<file path="config.mk">
export PLATFORM = sky130hd
export DESIGN_NAME = digital_clock_set
export DESIGN_NICKNAME = d
export VERILOG_FILES = /design/src/rtl/digital_clock_set.sv
export SDC_FILE = /design/constraint.sdc
export NUM_CORES = 1
export LEC_CHECK = 0
export ABC_AREA = 1
export ABC_CLOCK_PERIOD_IN_PS = 3200
export CORE_ASPECT_RATIO = 0.6
export CORE_UTILIZATION = 58
export CTS_CLUSTER_DIAMETER = 200
export CTS_CLUSTER_SIZE = 12
export DETAILED_ROUTE_END_ITERATION = 7
export PLACE_DENSITY = 0.81
export SKIP_CTS_REPAIR_TIMING = 1
export SLEW_MARGIN = 20
export SYNTH_ARGS = -nofsm -noshare
export SYNTH_HDL_FRONTEND = slang
export SYNTH_SLANG_ARGS = --single-unit
</file>
<file path="constraint.sdc">
create_clock -name clk -period 3.2 [get_ports clk]
set_input_delay 0.48 -clock clk [delete_from_list [all_inputs] [get_ports clk]]
set_output_delay 0.48 -clock clk [all_outputs]
set_load 0.05 [all_outputs]
</file>
<file path="src/rtl/digital_clock_set.sv">
// Settable hh:mm:ss core with 12/24-hour BCD display; outputs follow the registers combinationally.
// Optional alarm comparator is built when DIGITAL_CLOCK_ALARM_EN is defined.
module digital_clock_set #(
   parameter int CNT_NUM = 50_000_000
) (
   input  logic       clk,
   input  logic       rst_n,
   input  logic       key_mode,
   input  logic       key_inc,
   input  logic       mode_12h,
   output logic [7:0] hour_bcd,
   output logic [7:0] min_bcd,
   output logic [7:0] sec_bcd,
   output logic       pm,
   output logic [1:0] edit_field,
   output logic       blink,
   output logic       sec_pulse
`ifdef DIGITAL_CLOCK_ALARM_EN
   ,
   input  logic [4:0] alarm_hour,
   input  logic [5:0] alarm_min,
   output logic       alarm
`endif
);

   localparam int CW = (CNT_NUM > 2) ? $clog2(CNT_NUM) : 1;
   localparam logic [CW-1:0] CNT_MAX  = CW'(CNT_NUM - 1);
   localparam logic [CW-1:0] CNT_HALF = CW'(CNT_NUM / 2);

   typedef enum logic [1:0] {RUN, SET_HOUR, SET_MIN} state_t;

   state_t        state, state_nxt;
   logic [CW-1:0] cnt;
   logic [4:0]    hour, hour_nxt, hour12;
   logic [5:0]    min, min_nxt;
   logic [5:0]    sec;

   function automatic logic [7:0] to_bcd(input logic [6:0] v);
      return {4'(v / 7'd10), 4'(v % 7'd10)};
   endfunction

   always_ff @(posedge clk or negedge rst_n) begin
      if (!rst_n) state <= RUN;
      else        state <= state_nxt;
   end

   always_comb begin
      state_nxt  = state;
      edit_field = 2'd0;
      case (state)
         RUN: begin
            if (key_mode) state_nxt = SET_HOUR;
         end
         SET_HOUR: begin
            edit_field = 2'd1;
            if (key_mode) state_nxt = SET_MIN;
         end
         SET_MIN: begin
            edit_field = 2'd2;
            if (key_mode) state_nxt = RUN;
         end
         default: state_nxt = RUN;
      endcase
   end

   assign sec_pulse = (state == RUN) && (cnt == CNT_MAX);
   assign blink     = (state != RUN) && (cnt >= CNT_HALF);

   // Carry values a seconds tick would produce; shared by the counter and the alarm compare.
   always_comb begin
      min_nxt  = (min == 6'd59) ? 6'd0 : min + 6'd1;
      hour_nxt = hour;
      if (min == 6'd59) hour_nxt = (hour == 5'd23) ? 5'd0 : hour + 5'd1;
   end

   always_ff @(posedge clk or negedge rst_n) begin
      if (!rst_n) begin
         cnt  <= '0;
         hour <= '0;
         min  <= '0;
         sec  <= '0;
      end else begin
         cnt <= (cnt == CNT_MAX) ? '0 : cnt + 1'b1;
         case (state)
            RUN: begin
               if (sec_pulse) begin
                  if (sec == 6'd59) begin
                     sec  <= '0;
                     min  <= min_nxt;
                     hour <= hour_nxt;
                  end else begin
                     sec <= sec + 6'd1;
                  end
               end
            end
            SET_HOUR: begin
               if (!key_mode && key_inc) hour <= (hour == 5'd23) ? 5'd0 : hour + 5'd1;
            end
            SET_MIN: begin
               if (key_mode) begin
                  sec <= '0;
                  cnt <= '0;
               end else if (key_inc) begin
                  min <= min_nxt;
               end
            end
            default: ;
         endcase
      end
   end

   always_comb begin
      hour12 = hour;
      if (hour == 5'd0)       hour12 = 5'd12;
      else if (hour > 5'd12)  hour12 = hour - 5'd12;
   end

   assign pm       = (hour >= 5'd12);
   assign hour_bcd = to_bcd({2'b00, mode_12h ? hour12 : hour});
   assign min_bcd  = to_bcd({1'b0, min});
   assign sec_bcd  = to_bcd({1'b0, sec});

`ifdef DIGITAL_CLOCK_ALARM_EN
   logic alarm_hit;
   assign alarm_hit = sec_pulse && (sec == 6'd59) &&
                      (min_nxt == alarm_min) && (hour_nxt == alarm_hour);

   // Alarm always rises on a minute boundary, so the next minute rollover ends its 60 s.
   always_ff @(posedge clk or negedge rst_n) begin
      if (!rst_n)                        alarm <= 1'b0;
      else if (key_mode || key_inc)      alarm <= 1'b0;
      else if (alarm_hit)                alarm <= 1'b1;
      else if (sec_pulse && sec == 6'd59) alarm <= 1'b0;
   end
`endif

endmodule

</file>
---- After elaboration in Yosys (flattened, before gate mapping) ----
Cells that the tools add are included.
operators by class
  add/subtract/negate cells ............... 5
  divide/modulo/power cells ............... 6
  magnitude comparators ................... 3
  eq/ne operators ......................... 15
  multiplexer cells ....................... 27
  reductions and logical operators ........ 13
operators by type and width
  operator                                                       number
  two-way mux 26 bit                                             3
  two-way mux 6 bit                                              8
  two-way mux 5 bit                                              8
  adder 26 x 1 -> 26 bit, second input constant                  1
  == test 26 bit, second input constant                          1
  >= comparator 26 x 25 -> 1 bit, second input constant          1
  one-hot mux 6 bit (2 select lines)                             2
  divider 6 x 4 -> 7 bit, second input constant                  2
  remainder unit 6 x 4 -> 7 bit, second input constant           2
  != test 2 bit, second input constant                           7
  adder 6 x 1 -> 6 bit, second input constant                    2
  == test 6 bit, second input constant                           2
  one-hot mux 5 bit (2 select lines)                             1
  AND reduction 5 bit                                            2
  divider 5 x 4 -> 7 bit, second input constant                  1
  remainder unit 5 x 4 -> 7 bit, second input constant           1
  two-way mux 2 bit                                              3
  one-hot mux 2 bit (3 select lines)                             1
  AND reduction 3 bit                                            2
  nonzero test 2 bit                                             3
  adder 5 x 1 -> 5 bit, second input constant                    1
  == test 5 bit, second input constant                           1
  >= comparator 5 x 4 -> 1 bit, second input constant            1
  greater-than comparator 5 x 4 -> 1 bit, second input constant  1
  9 further kinds                                                12
storage, ports and cells
  register bits ........................... 45
  bits of input ports ..................... 5
  output and inout port bits .............. 29
  logic and storage cells ................. 74

---- Depth between registers and ports, before layout ----
Gate-level depths: netlist of run 1.
  depth after elaboration ................. 6
  gate-level depth with buffers ........... 21
  depth with buffers taken out ............ 21

---- Worst setup path before layout of run 1 ----
OpenSTA, ideal clock, no wires.
  kind .................................... reg-to-output
  start ................................... reg hour[0]
  end ..................................... out hour_bcd[1]
  data arrival time ....................... 3.066 ns
  data required time ...................... 2.720 ns
  path slack .............................. -0.346 ns
  cell stages (with the launch flop) ...... 22
  path buffers ............................ 0
  path through ............................ dfrtp_1 inv_1 ha_1 nand3_1 nand3_1 inv_2 nand2_1 nand3_1 inv_1 ha_1 inv_1 ha_1 inv_1 nand2_2 nand2_1 nand2_2 ha_1 inv_1 nand2_2 nand3_2 nand2_1 nand2_1
on the way
  cells in the longest elaborated chain, start to end .. 5
  elaborated cells between the ends (all ways) .. 7
  classes of those cells .................. add/sub: 1; div: 1; order compare: 1; mux: 3; reduce/logical: 1
ends and longest elaborated chain
  item                                                                                 RTL line  source
  start: declaration                                                                   34        logic [4:0] hour, hour_nxt, hour12;
  start signal: assignment                                                             90        hour <= hour_nxt;
  start signal: assignment                                                             97        if (!key_mode && key_inc) hour <= (hour == 5'd23) ? 5'd0 : hour + 5'd1;
  subtractor 5 x 4 -> 5 bit or greater-than comparator 5 x 4 -> 1 bit (tied branches)  115       else if (hour > 5'd12) hour12 = hour - 5'd12;
  two-way mux 5 bit                                                                    115
  two-way mux 5 bit                                                                    114       if (hour == 5'd0) hour12 = 5'd12;
  two-way mux 5 bit (*)                                                                119       assign hour_bcd = to_bcd({2'b00, mode_12h ? hour12 : hour});
  remainder unit 5 x 4 -> 7 bit (*)                                                    39        return {4'(v / 7'd10), 4'(v % 7'd10)};
  end: declaration                                                                     11        output logic [7:0] hour_bcd,
Mark *: on every way between the ends. The rest lies on a longest branch, timed or not.

---- Worst setup path after layout of run 1 ----
Same ends and word-level chain as after synthesis.

==> flow_metrics.env, run 1 <==
export IMPL_setup_viol=4
export IMPL_track_usage_pct=27.9
export IMPL_syn_area_per_cell_sq_um=7.15
export IMPL_synth_top_family_by_area="simple AND/OR/NAND/NOR gates"
export IMPL_tritoncts="built"
export IMPL_clock_fmax_mhz=293
export IMPL_critPathArrivalTime_ns=2.93
export IMPL_ys_types=40
export IMPL_cts_sinks=45
export IMPL_diodes=0
export IMPL_synthAdderAreaFrac_pct=7.76
export IMPL_numCtsBuffers=5
export IMPL_grt_start_max_net_pins=46
export IMPL_ys_ff_latch=45
export IMPL_num_rows=21
export IMPL_drtIter0Drc=293
export IMPL_met1_usage_pct=41.1
export IMPL_dp_slack_ns=-0.162
export IMPL_wl_um=9890
export IMPL_ant_nets=0
export IMPL_wl_per_cell_um=15.7
export IMPL_synth_xor_area_share_pct=2.72
export IMPL_crit_type="reg2out"
export IMPL_synthFlopType="dfrtp_1"
export IMPL_finalWorstSetupSlack_ns=-0.211
export IMPL_fillCellCount=391
export IMPL_coreArea_sq_um=5730
export IMPL_die_width_um=103
export IMPL_via_per_inst=5.58
export IMPL_global_route_usage_met2_pct=42.8
export IMPL_dieArea_sq_um=6440
export IMPL_synthMuxAreaShare_pct=0
export IMPL_grt_pass1_vias=3064
export IMPL_critPathLaunchType="register"
export IMPL_clk_latency_ns=0.30
export IMPL_grt_pass1_wl_um=14200
export IMPL_hold_viol_final=0
export IMPL_antenna_found_initial=0
export IMPL_die_y_um=62.6
export IMPL_synth_simple_area_share_pct=34.9
export IMPL_drive_above_1_share_pct=26.5
export IMPL_seq_area_frac_synth_pct=31.8
export IMPL_required_ns=2.72
export IMPL_hpwl_um=6460
export IMPL_initial_utilization_pct=61.9
export IMPL_clockBufferDepth=2
export IMPL_fin_crit_sh_pct=107
export IMPL_clock_skew_ns=0.0107
export IMPL_synth_async_sr_flop_share_pct=100
export IMPL_final_common_cell="nand2_1"
export IMPL_grt_most_used_layer="met2"
export IMPL_root_buffer="clkbuf_8"
export IMPL_slew_headroom_pct=62.6
export IMPL_syn_to_final_growth_pct=29.5
export IMPL_worst_slew_pin_slew_ns=0.561
export IMPL_vias=3520
export IMPL_grt_setup_unrepaired="true"
export IMPL_synth_edff_count=0
export IMPL_violations="setup timing"
export IMPL_critPathMaxFanout=5
export IMPL_mostFrequentLayoutCells="84 x nand2_1, 62 x inv_1, 49 x nor2_1"
export IMPL_gp_congestion=0.970
export IMPL_synth_compound_area_share_pct=12.0
export IMPL_ys_warnings_count=0
export IMPL_period_needed_ns=3.41
export IMPL_nNetsFinal=577
export IMPL_max_cap_viol_count=0
export IMPL_synth_cells=496
export IMPL_htreeDepth=2
export IMPL_io_pins=34
export IMPL_port_buffers=29
export IMPL_status="finished, violations left"
export IMPL_clk_pin_slew_worst_paths_ns=0.09
export IMPL_grt_use_met3_pct=4.14
export IMPL_syn_area_sq_um=3550
export IMPL_drt_first_pass_iters=5
export IMPL_drc=0
export IMPL_cp_end_kind="primary output"
export IMPL_gr_total_overflow=0
export IMPL_maxSlewViolCount=0
export IMPL_hold_class="in2async"
==> cells in the mapped netlist (all sizes together) (2+ instances only) <==
cell | n | area, sq um
a211oi | 3 | 22.5
a21oi | 27 | 135
buf | 10 | 67.6
dfrtp | 45 | 1130
ha | 22 | 275
inv | 83 | 312
nand2 | 110 | 453
nand3 | 46 | 278
nand3b | 2 | 15.0
nand4 | 15 | 93.8
nor2 | 57 | 249
nor3 | 14 | 103
nor4 | 3 | 18.8
o21a | 2 | 15.0
o21ai | 32 | 171
o31ai | 3 | 37.5
or2 | 3 | 21.3
xnor2 | 2 | 17.5
xor2 | 9 | 78.8
==> per-stage QoR <==
| stage | hold WS, ns | setup TNS (ns) | cell area, sq um | util [%] | std cells |
|---|---|---|---|---|---|
| final | 0.172 | -0.755 | 4590 | 80.1 | 631 |
| after global routing | 0.218 | -1.55 | 4590 | 80.1 | 631 |
| after CTS | 0.366 | -1.30 | 4220 | 73.7 | 615 |
| after detailed placement | 0.493 | -0.521 | 4100 | 71.6 | 607 |
| after global placement | 0.492 | -0.0817 | 4100 | 71.6 | 607 |
| after floorplan | 0.184 | 0 | 3610 | - | 499 |
==> sequential cells by signal, indices dropped and copies added, names as in the netlist <==
name and cells:
cnt 26, min 6, sec 6, hour 5, state 2
==> layout make-up <==
class / count / area, sq um / area share [%]
Clock inverter: 1 / 30.0 / 0.654
Sequential cell: 45 / 1130 / 24.7
Timing Repair Buffer: 54 / 591 / 12.9
Tap cell: 80 / 100 / 2.18
Multi-Input combinational cell: 360 / 2320 / 50.5
Inverter: 84 / 333 / 7.25
Clock buffer: 7 / 86.3 / 1.88
==> worst max-delay path: stages (launching register included) <==
cell,delay [ns]
dfrtp_1,0.42
inv_2,0.12
ha_4,0.20
nand4_1,0.15
nand2_1,0.12
o21bai_4,0.16
inv_2,0.09
ha_4,0.17
inv_2,0.06
ha_4,0.13
inv_4,0.05
nand2_4,0.07
nand2_2,0.05
nand2_2,0.10
ha_4,0.16
inv_6,0.05
nand2_4,0.08
nand3_4,0.13
nand2_2,0.12
nand2_4,0.06
buf_12,0.14
==> cell families (layout without fill, tap and decap cells) <==
group | after synthesis | in the layout
AOI/OAI and AO/OA | 72 | 72
xor gates and xnor gates | 11 | 11
adders and majority gates | 22 | 22
buffers and inverters | 94 | 146
DFF | 45 | 45
other | 1 | 4
and+or+nand+nor | 251 | 251
==> metal layers <==
metal  vias up  routed length [um]
met5         -                   0
met4         0                 185
met3        22                 739
met2       160                4580
met1      1626                4380
li1       1712                   -
==> path summary, 6_finish.rpt <==
path	from	end	slack, ns	cells after the start
worst max-delay path	hour[0]	hour_bcd[1]	-0.21	20
worst max register to register	cnt[0]	min[0]	0.93	10
min in group clk	cnt[20]	cnt[20]	0.51	1
max in group asynchronous	rst_n	min[1]	2.62	1
worst min-delay path	rst_n	cnt[19]	0.17	1
worst min register to register	cnt[20]	cnt[20]	0.51	1
Power of run 1 is not shown: default switching activity piles up to over one toggle a cycle in this logic, so the estimate is an artifact.
==> run 2, diff against run 1 <==
- CAP_MARGIN: not set -> 20
==> results of run 2 <==
Same layout as run 1: the final DEF is identical, and so are final timing and power.
Power of run 2 is left out for the same reason.
